$ cat src/rtl/valve_sequencer_if.sv
// Mode request / tank interlock inputs and valve, pump and status outputs of the valve sequencer.
interface valve_sequencer_if;
    logic [1:0] mode;
    logic       tank_low;
    logic       valve_asp;
    logic       valve_got;
    logic       pump;
    logic       busy;
    logic       err;
    logic [1:0] seq_state;

    modport master (
        output mode, tank_low,
        input  valve_asp, valve_got, pump, busy, err, seq_state
    );

    modport slave (
        input  mode, tank_low,
        output valve_asp, valve_got, pump, busy, err, seq_state
    );
endinterface

$ cat src/rtl/valve_sequencer.sv
// Actuator stage: drives sprinkler/drip valves and pump with break-before-make dead time,
// a maximum-run limit followed by a forced rest, and a reservoir-low interlock.
module valve_sequencer #(
    parameter int unsigned DEAD_CYCLES = 4,
    parameter int unsigned MAX_ON      = 200,
    parameter int unsigned REST_CYCLES = 50,
    parameter int unsigned CW          = 8
) (
    input  logic              CLK,
    input  logic              reset,
    valve_sequencer_if.slave  bus
);

    typedef enum logic [1:0] {
        IDLE = 2'b00,
        DEAD = 2'b01,
        RUN  = 2'b10,
        REST = 2'b11
    } state_t;

    localparam logic [CW-1:0] DEAD_LOAD = CW'(DEAD_CYCLES - 1);
    localparam logic [CW-1:0] RUN_LAST  = CW'(MAX_ON - 1);
    localparam logic [CW-1:0] REST_LOAD = CW'(REST_CYCLES - 1);
    localparam logic [CW-1:0] CNT_ONE   = CW'(1);

    state_t        state;
    logic [1:0]    target;
    logic [CW-1:0] cnt;
    logic          asp_q;
    logic          got_q;
    logic          pump_q;
    logic          busy_q;
    logic          err_q;

    logic          mode_ok_c;
    logic          stop_c;

    // Only 10 and 01 are real requests; 11 is treated as 00 for sequencing.
    assign mode_ok_c = (bus.mode == 2'b10) || (bus.mode == 2'b01);
    assign stop_c    = bus.tank_low || !mode_ok_c;

    // Output registers are loaded on the same edge as the state they decode.
    always_ff @(posedge CLK or posedge reset) begin
        if (reset) begin
            state  <= IDLE;
            target <= 2'b00;
            cnt    <= '0;
            asp_q  <= 1'b0;
            got_q  <= 1'b0;
            pump_q <= 1'b0;
            busy_q <= 1'b0;
            err_q  <= 1'b0;
        end else begin
            if (bus.mode == 2'b11) begin
                err_q <= 1'b1;
            end

            case (state)
                IDLE: begin
                    if (!stop_c) begin
                        state  <= DEAD;
                        target <= bus.mode;
                        cnt    <= DEAD_LOAD;
                        busy_q <= 1'b1;
                    end
                end

                DEAD: begin
                    if (stop_c) begin
                        state  <= IDLE;
                        busy_q <= 1'b0;
                    end else if (bus.mode != target) begin
                        target <= bus.mode;
                        cnt    <= DEAD_LOAD;
                    end else if (cnt == '0) begin
                        state  <= RUN;
                        cnt    <= '0;
                        busy_q <= 1'b0;
                        pump_q <= 1'b1;
                        asp_q  <= (target == 2'b10);
                        got_q  <= (target == 2'b01);
                    end else begin
                        cnt <= cnt - CNT_ONE;
                    end
                end

                RUN: begin
                    // Any exit from RUN closes both valves and the pump together.
                    if (stop_c) begin
                        state  <= IDLE;
                        asp_q  <= 1'b0;
                        got_q  <= 1'b0;
                        pump_q <= 1'b0;
                    end else if (bus.mode != target) begin
                        state  <= DEAD;
                        target <= bus.mode;
                        cnt    <= DEAD_LOAD;
                        asp_q  <= 1'b0;
                        got_q  <= 1'b0;
                        pump_q <= 1'b0;
                        busy_q <= 1'b1;
                    end else if (cnt == RUN_LAST) begin
                        state  <= REST;
                        cnt    <= REST_LOAD;
                        asp_q  <= 1'b0;
                        got_q  <= 1'b0;
                        pump_q <= 1'b0;
                        busy_q <= 1'b1;
                    end else begin
                        cnt <= cnt + CNT_ONE;
                    end
                end

                REST: begin
                    if (cnt == '0) begin
                        state  <= IDLE;
                        busy_q <= 1'b0;
                    end else begin
                        cnt <= cnt - CNT_ONE;
                    end
                end

                default: begin
                    state  <= IDLE;
                    asp_q  <= 1'b0;
                    got_q  <= 1'b0;
                    pump_q <= 1'b0;
                    busy_q <= 1'b0;
                end
            endcase
        end
    end

    assign bus.valve_asp = asp_q;
    assign bus.valve_got = got_q;
    assign bus.pump      = pump_q;
    assign bus.busy      = busy_q;
    assign bus.err       = err_q;
    assign bus.seq_state = state;

endmodule

$ cat src/flat_wrapper.sv
// flat-port wrapper written by rule: the top's interface ports become plain ports
module valve_sequencer_flat 
#(
    parameter int unsigned DEAD_CYCLES = 4,
    parameter int unsigned MAX_ON      = 200,
    parameter int unsigned REST_CYCLES = 50,
    parameter int unsigned CW          = 8
)
  (CLK, reset, bus_mode, bus_tank_low, bus_valve_asp, bus_valve_got, bus_pump, bus_busy, bus_err, bus_seq_state);
  valve_sequencer_if bus_i ();
  input  logic CLK;
  input  logic reset;
  input wire logic [$bits(bus_i.mode)-1:0] bus_mode;
  input wire logic [$bits(bus_i.tank_low)-1:0] bus_tank_low;
  output wire logic [$bits(bus_i.valve_asp)-1:0] bus_valve_asp;
  output wire logic [$bits(bus_i.valve_got)-1:0] bus_valve_got;
  output wire logic [$bits(bus_i.pump)-1:0] bus_pump;
  output wire logic [$bits(bus_i.busy)-1:0] bus_busy;
  output wire logic [$bits(bus_i.err)-1:0] bus_err;
  output wire logic [$bits(bus_i.seq_state)-1:0] bus_seq_state;
  assign bus_i.mode = bus_mode;
  assign bus_i.tank_low = bus_tank_low;
  assign bus_valve_asp = bus_i.valve_asp;
  assign bus_valve_got = bus_i.valve_got;
  assign bus_pump = bus_i.pump;
  assign bus_busy = bus_i.busy;
  assign bus_err = bus_i.err;
  assign bus_seq_state = bus_i.seq_state;
  valve_sequencer #(.DEAD_CYCLES(DEAD_CYCLES), .MAX_ON(MAX_ON), .REST_CYCLES(REST_CYCLES), .CW(CW)) u_core (.CLK(CLK), .reset(reset), .bus(bus_i));
endmodule
$ cat config.mk
export PLATFORM = sky130hd
export DESIGN_NAME = valve_sequencer_flat
export DESIGN_NICKNAME = d
export VERILOG_FILES = /design/src/rtl/valve_sequencer_if.sv /design/src/rtl/valve_sequencer.sv /design/src/flat_wrapper.sv
export SDC_FILE = /design/constraint.sdc
export NUM_CORES = 1
export LEC_CHECK = 0
export BUFFER_PORTS_ARGS = -buffer_cell sky130_fd_sc_hd__buf_4
export CAP_MARGIN = 5
export CORE_UTILIZATION = 52
export CTS_BUF_LIST = sky130_fd_sc_hd__clkbuf_16
export DETAILED_ROUTE_END_ITERATION = 6
export PLACE_DENSITY = 0.7
export SETUP_SLACK_MARGIN = 0.02
export SYNTH_ARGS = -nofsm -noshare
export SYNTH_HDL_FRONTEND = slang
export SYNTH_SLANG_ARGS = --single-unit
$ cat constraint.sdc
create_clock -name CLK -period 3.7 [get_ports CLK]
set_input_delay 0.555 -clock CLK [delete_from_list [all_inputs] [get_ports CLK]]
set_output_delay 0.555 -clock CLK [all_outputs]
set_load 0.005 [all_outputs]
==> results of run 1 <==
==> kinds of logic (layout without fill, tap and decap cells) <==
logic type	count (synthesis)	count (layout)	synth area share, %
simple gates	56	56	25.3
compound gates	47	47	24.4
flops	17	17	31.1
buf+inv	16	25	4.57
fa+ha+maj	8	8	7.31
mux	7	7	5.48
xor+xnor	3	3	1.92
==> cell usage after synthesis, drive strengths merged <==
cell / number
o31ai: 1
a31oi: 4
nand2b: 4
or4: 1
a41oi: 2
a21o: 1
ha: 8
nor3b: 3
mux2i: 3
nand4b: 1
a211o: 1
o21ba: 1
o22a: 1
and2: 4
o211ai: 2
xnor2: 3
nor3: 5
or3: 1
nor2: 13
a22oi: 1
inv: 10
a21boi: 2
nand3: 4
nor4b: 3
o21ai: 10
a2bb2oi: 1
mux2: 4
and3: 5
dfrtp: 17
nor2b: 2
and4bb: 1
o2111a: 1
a221oi: 4
buf: 2
clkbuf: 4
a31o: 1
o221a: 1
o21bai: 2
nor4: 1
a21oi: 10
nand2: 7
o21a: 1
or2: 1
==> sequential cells by signal (all words and copies together), names as in the netlist <==
register / cells
u_core.cnt: 8
u_core.bus.seq_state: 2
u_core.target: 2
u_core.bus.busy: 1
u_core.bus.err: 1
u_core.bus.pump: 1
u_core.bus.valve_asp: 1
u_core.bus.valve_got: 1
==> worst register-to-register path, cell delays in order, from the launching register on <==
cell and delay [ns]:
dfrtp_1 0.41, inv_1 0.13, ha_1 0.19, nor4b_4 0.26, nand3_1 0.28, nor4b_2 0.28
a221oi_1 0.37, a31oi_1 0.07
==> metrics by stage <==
step                      area (sq um)  setup slack, ns  utilization (%)  hold slack [ns]  power (mW)
final                             1550             1.24             62.4            0.406        1.30
after global placement            1470             1.11             59.1            0.457        1.06
after CTS                         1550             1.26             62.4            0.431        1.31
after global routing              1550             1.07             62.4            0.477        1.43
after floorplan                   1370             1.71                -            0.465       0.891
after detailed placement          1470             1.04             59.1            0.470        1.07
==> report_power, final <==
group / switching [mW] / internal, mW / total [mW] / leakage (nW)
sequential: 0.0892 / 0.257 / 0.346 / 0.210
combinational: 0.400 / 0.334 / 0.734 / 0.429
clock: 0.0752 / 0.145 / 0.220 / 0.0409
total: 0.565 / 0.736 / 1.30 / 0.680
==> per-layer routing <==
layer / up-vias / part of all wire, % / global-route usage, %
met5: - / 0 / 0
met4: 0 / 0.73 / 6.58
met3: 4 / 5.4 / 6.32
met2: 49 / 50 / 45.2
met1: 550 / 44 / 32.4
li1: 592 / - / -
==> final timing paths <==
kind | depth (start not counted) | from | slack [ns] | end
worst min-delay path | 2 | reset | 0.41 | u_core.cnt[6]
min in group CLK | 1 | u_core.bus.err | 0.48 | u_core.bus.err
worst max register to register | 7 | u_core.cnt[0] | 1.58 | u_core.cnt[3]
max in group asynchronous | 2 | reset | 2.87 | u_core.bus.seq_state[1]
worst max-delay path | 7 | bus_mode[0] | 1.24 | u_core.cnt[6]
worst min register to register | 1 | u_core.bus.err | 0.48 | u_core.bus.err
==> cell type report <==
| class | count | area (sq um) |
|---|---|---|
| fill | 231 | 932 |
| inverter | 10 | 37.5 |
| tap | 30 | 37.5 |
| multi-input combinational | 121 | 882 |
| clock inverter | 1 | 5.00 |
| sequential | 17 | 425 |
| timing repair buffer | 11 | 82.6 |
| clock buffer | 3 | 75.1 |
==> flow_summary.ini, run 1 <==
[cts]
clk_pin_slew_ns = 0.05
htree_levels = 1
cts.path.max_buffers = 2
hold_buffers = 0
clock_sinks = 17
cts_buffers = 3
post_cts_buffers = 0
cts_resized = 0
cts_tree = built
cts-root-buf = clkbuf_16
insertion_delay_ns = 0.25

[power]
power_density_mw_per_mm2 = 842
peakVddDrop_mv = 0.484
p_leak_nw = 0.680

[detailed_routing]
antenna_left = 0
via_per_inst = 6.19
routed_wl_mm = 3.16
drc_errors = 0
vias = 1195
drt_iter0_drc = 42
drt_pass1_iterations = 5
wl_per_cell_um = 16.3

[worst_setup_path]
critPathArrivalTime_ns = 2.62
path_delay_family = simple AND/OR/NAND/NOR gates
crit_chain = buf_4, ha_1, nor2b_1, o21ai_1, nor4b_2, a221oi_1, a41oi_1
crit_buf_inv = 1
critPathSlowestCell = nor2b_1
max_stage_delay_ns = 0.56
path_class = in2reg
crit_path_start_kind = input port
end_kind = flip-flop
path_max_fanout = 10
cp.required_ns = 3.86

[sta]
min_period_ns = 2.46
tns_ns = 0
drv_slew = 0
fmax_mhz = 407
worst_slew_pin_slew_ns = 0.673
hold_violations = 0
finalCritPeriodShare_pct = 66.4
slew_headroom_pct = 55.0
setup_viol = 0
grt_setup_unrepaired = false
skew_ns = 0.00123

[logic_synthesis]
synth_seq_area_share_pct = 31.1
netlist_instances = 154
netlist_area_sq_mm = 0.00137
yosys_warnings = 0
synth_top_area_share_pct = 31.1
ys_top_cells_by_area = dfrtp_1 (31%), ha_1 (7.3%), nor2_1 (3.6%)
synth_seq_cells = 17
synth_area_per_cell_sq_um = 8.90
synth.distinct_cells = 51
syn-num-nets = 167
synth_top_area_cell = dfrtp_1

[grt]
antenna_found_initial = 0
grt_usage_pct = 26.3
grt_pass1_wl_mm = 5.42
grt_max_degree = 18
grt.overflow.total = 0
grt_pass1_vias = 1143

[placed_design]
hpwlAfterDp_mm = 2.36
gp_congestion = 0.870
dp.cells = 189
port_buffers = 11

[status]
status = complete, no violations

[job]
cap_violations = 0

[floorplan]
rows = 18
io_pins = 12
die_w_um = 53.3
die_y_um = 53.3
start_util_pct = 55.3
core_area_sq_mm = 0.00248
dieArea_sq_mm = 0.00284

[cells_and_area]
stdcell_count = 193
layout_common_cells = dfrtp_1 (17), nor2_1 (13), buf_4 (11), inv_1 (10)
drive_gt1_share_pct = 19.6
areaGrowthSynthToFinish_pct = 12.8
diodes = 0
nets = 177
mostFrequentLayoutCell = dfrtp_1

[worst_hold_path]
hp-class = in2async
No activity file was read; power rests on OpenSTA's default activity.
==> run 2: changes to the inputs <==
- clock period: 3.7 -> 2.5 ns (I/O delays scaled with it)
==> run 2 against run 1 <==
Final cell count up 1.0%; critical path depth unchanged; sequential power up 48%; largest power group unchanged.
==> flow_summary.ini, run 2 (synthesized netlist as in run 1, its figures left out) <==
[status]
status = complete, no violations

[worst_setup_path]
crit_path_start_kind = flip-flop
path_delay_family = simple AND/OR/NAND/NOR gates
max_stage_delay_ns = 0.41
path_max_fanout = 5
cp.required_ns = 2.64
path_class = reg2reg
critPathArrivalTime_ns = 2.25
critPathSlowestCell = dfrtp_1
crit_chain = inv_1, ha_1, nor4b_4, and2_1, nand3_1, a21oi_2, mux2_2
crit_buf_inv = 1
end_kind = flip-flop

[cts]
post_cts_buffers = 0
cts.path.max_buffers = 2
hold_buffers = 0
cts_tree = built
htree_levels = 1
clk_pin_slew_ns = 0.05
cts_buffers = 3
clock_sinks = 17
insertion_delay_ns = 0.25
cts-root-buf = clkbuf_16
cts_resized = 0

[grt]
antenna_found_initial = 0
grt_usage_pct = 24.5
grt_max_degree = 18
grt_pass1_wl_mm = 5.03
grt.overflow.total = 0
grt_pass1_vias = 1110

[cells_and_area]
top_register = u_core.cnt
fill_cells = 222
mostFrequentLayoutCell = dfrtp_1
layout_common_cells = dfrtp_1 (17), nor2_1 (13), buf_4 (13), inv_1 (10)
diodes = 0
regArea_sq_um = 425
drive_gt1_share_pct = 20.6
nets = 179
areaGrowthSynthToFinish_pct = 13.9
largest_reg_flops = 8
multi_input_area_sq_um = 882

[job]
cap_violations = 0

[floorplan]
die_y_um = 53.3
die_w_um = 53.3
start_util_pct = 55.3
rows = 18
dieArea_sq_mm = 0.00284
io_pins = 12
core_area_sq_mm = 0.00248

[sta]
drv_slew = 0
grt_setup_unrepaired = false
skew_ns = 0.00168
finalCritPeriodShare_pct = 84.5
hold_violations = 0
setup_viol = 0
slew_headroom_pct = 54.0
tns_ns = 0
min_period_ns = 2.11
setup_slack_ns = 0.388
fmax_mhz = 473
worst_slew_pin_slew_ns = 0.690

[detailed_routing]
vias = 1204
antenna_left = 0
drt_iter0_drc = 38
via_per_inst = 6.17
wl_per_cell_um = 16.0
drt_pass1_iterations = 4
drc_errors = 0
routed_wl_mm = 3.13

[placed_design]
port_buffers = 11
hpwlAfterDp_mm = 2.38
gp_congestion = 0.865
pre_cts_slack_ns = 0.391

[power]
peakVddDrop_mv = 0.812
p_leak_nw = 0.690
power_density_mw_per_mm2 = 1240

[worst_hold_path]
hp-class = in2async
## run 2: cell count changes in the layout (fill, tap and decap cells not counted)
cell | previous run | this run
buf_4 | 11 | 13
## run 2: power by group
group          internal [mW]  switching [mW]
Combinational          0.498           0.596
Clock                  0.214           0.114
Sequential             0.380           0.133
Total                   1.09           0.843
## run 2: cell type report
cell class	count	area share, %
flip-flops and latches	17	27.3
inverters	10	2.41
clock buffers	3	4.81
repair buffers	13	6.25
multi-input cells	121	56.5
well taps	30	2.41
clock inverters	1	0.321
## run 2: path summary, 6_finish.rpt
| path | startpoint | end | slack [ns] | depth (start not counted) |
|---|---|---|---|---|
| max in group asynchronous | reset | u_core.bus.err | 1.83 | 2 |
| worst min register to register | u_core.bus.err | u_core.bus.err | 0.49 | 1 |
| worst max register to register | u_core.cnt[0] | u_core.bus.valve_asp | 0.39 | 7 |
| worst max-delay path | u_core.cnt[0] | u_core.bus.valve_asp | 0.39 | 7 |
| worst min-delay path | reset | u_core.cnt[7] | 0.23 | 2 |
| min in group CLK | bus_mode[0] | u_core.target[0] | 0.39 | 2 |
## run 2: per-stage QoR
step	instance area (sq um)	utilization [%]	total power [mW]	hold WS [ns]	std cells
global placement	1480	59.7	1.57	0.455	191
CTS	1560	63.0	1.93	0.252	195
floorplan	1370	-	1.32	0.301	154
finish	1560	63.0	1.94	0.233	195
global route	1560	63.0	2.09	0.302	195
detailed placement	1480	59.7	1.60	0.483	191
## run 2: per-layer routing
| layer | global-route usage [%] | vias up | wire length [um] |
|---|---|---|---|
| met1 | 31.6 | 571 | 1480 |
| met5 | 0 | - | 0 |
| met2 | 41.0 | 36 | 1490 |
| li1 | - | 595 | - |
| met4 | 9.21 | 0 | 33 |
| met3 | 2.87 | 2 | 120 |
## run 2: worst register-to-register path, cell delays in order, from the launching register on
cell and delay [ns]:
dfrtp_1 0.41, inv_1 0.13, ha_1 0.19, nor4b_4 0.28, and2_1 0.26, nand3_1 0.12
a21oi_2 0.24, mux2_2 0.36
==> run 3: changes to the inputs <==
- PLACE_DENSITY: 0.7 -> 0.73
- clock period: 2.5 -> 1.9 ns (I/O delays scaled with it)
==> run 3 against run 2 <==
The run now ends with setup timing left; clock skew about the same; combinational power is 100% higher; count of clock-buffer cells in the layout did not move; wire length increased by 21%; non-clock buffer count up 32; sequential share of layout area down 5.3 points; via count increased by 16%; critical endpoint is now u_core.bus.seq_state[1]; largest cell class unchanged; largest power group unchanged.
==> flow_summary.ini, run 3 (synthesized netlist as in run 1, its figures left out) <==
[worst_setup_path]
crit_path_start_kind = flip-flop
path_max_fanout = 4
cp.required_ns = 2.08
critPathArrivalTime_ns = 2.25
path_class = reg2reg
rr_startpoint = u_core.cnt[1]
end_kind = flip-flop
ff2ff_path_depth = 7
r2r_end = u_core.bus.seq_state[1]
r2r_setup_slack_ns = -0.17

[detailed_routing]
vias = 1392
via_per_inst = 6.13
wl_per_cell_um = 16.6
drt_pass1_iterations = 4
drc_errors = 0
routed_wl_mm = 3.78
drt_iter0_drc = 24
antenna_left = 0

[cells_and_area]
diodes = 0
fill_cells = 178
nets = 211
mostFrequentLayoutCell = buf_4
regArea_sq_um = 427
top_register = u_core.cnt
drive_gt1_share_pct = 43.7
layout_common_cells = buf_4 (45), dfrtp_1 (16), nor2_1 (11), a21oi_1 (9)
multi_input_area_sq_mm = 0.00102
stdcell_count = 227
areaGrowthSynthToFinish_pct = 41.5
fin_area_sq_mm = 0.00194
largest_reg_flops = 8

[placed_design]
placed_cell_area_sq_mm = 0.00168
port_buffers = 11
gp_congestion = 0.925
dp.cells = 217
hpwlAfterDp_mm = 2.55

[grt]
antenna_found_initial = 0
grt_pass1_vias = 1220
grt.overflow.total = 0
grt_max_degree = 18
grt_pass1_wl_mm = 5.20
grt_usage_pct = 26.0

[sta]
min_period_ns = 2.07
hold_violations = 0
grt_setup_unrepaired = true
setup_viol = 8
slew_headroom_pct = 53.7
skew_ns = 0.00201
setup_slack_ns = -0.168
fmax_mhz = 483
worst_slew_pin_slew_ns = 0.693
drv_slew = 0
finalCritPeriodShare_pct = 109

[floorplan]
rows = 18
dieArea_sq_mm = 0.00284
die_w_um = 53.3
io_pins = 12
core_area_sq_mm = 0.00248
start_util_pct = 55.3
die_y_um = 53.3

[worst_hold_path]
hp-class = in2async

[status]
failed_checks = setup timing
status = complete, but fails checks

[cts]
clk_pin_slew_ns = 0.05
insertion_delay_ns = 0.25
htree_levels = 1
cts-root-buf = clkbuf_16
cts_tree = built
cts.path.max_buffers = 2
cts_buffers = 3
clock_sinks = 17

[power]
power_density_mw_per_mm2 = 1690
peakVddDrop_mv = 1.22
p_leak_nw = 0.886

[job]
cap_violations = 0
[run 3: layout make-up]
cell class	count	share of cell area [%]
Multi-Input combinational cell	121	52.6
Sequential cell	17	22.0
Timing Repair Buffer	45	17.4
Clock buffer	3	3.87
Inverter	10	1.94
Tap cell	30	1.94
Clock inverter	1	0.258
[run 3: worst max-delay path, stage by stage, from the launching register on]
cell and delay (ns):
dfrtp_1 0.38, inv_2 0.08, ha_4 0.13, nor4b_4 0.35, a41oi_2 0.20, a221oi_2 0.39, a21boi_4 0.28, mux2i_1 0.19
[run 3: report_power, final]
group / internal (mW) / switching, mW / total [mW]
clock network: 0.282 / 0.149 / 0.431
logic: 1.12 / 1.06 / 2.18
registers: 0.503 / 0.163 / 0.666
total: 1.91 / 1.37 / 3.28
[run 3: worst max-delay path by stage]
stage,start,endpoint,slack (ns),depth (start not counted)
2_1_floorplan,u_core.cnt[0],u_core.bus.valve_asp,0.05,7
3_3_place_gp,bus_mode[0],u_core.cnt[5],-0.007,7
3_5_place_dp,bus_mode[0],u_core.cnt[5],-0.06,7
4_1_cts,u_core.cnt[0],u_core.bus.seq_state[1],-0.03,7
5_1_grt,u_core.cnt[0],u_core.bus.seq_state[1],-0.22,7
6_report,u_core.cnt[1],u_core.bus.seq_state[1],-0.17,7
[run 3: stage by stage]
step	power [mW]	utilization [%]	hold slack, ns	worst slack (ns)	TNS, ns
final	3.28	78.2	0.146	-0.168	-0.549
after global routing	3.51	78.2	0.205	-0.220	-1.09
after floorplan	1.74	-	0.211	0.0474	0
after global placement	2.39	67.7	0.413	-0.00651	-0.00651
after CTS	2.89	71.6	0.163	-0.0283	-0.0663
after detailed placement	2.43	67.7	0.429	-0.0640	-0.123
[run 3: layer usage]
layer	part of all wire [%]	global-route usage, %	vias up	wire (um)
li1	-	-	658	-
met1	42	30.5	692	1600
met2	51	44.0	31	1940
met3	3.7	5.17	11	138
met4	2.5	13.2	0	93
met5	0	0	-	0
[run 3: timing repair]
item | in CTS | in global routing
buffers inserted | 1 | 6
pin swaps | 1 | 11
resized for setup | 2 | 28
setup endpoints to repair | 7 | 12
hold buffers | 0 | 0
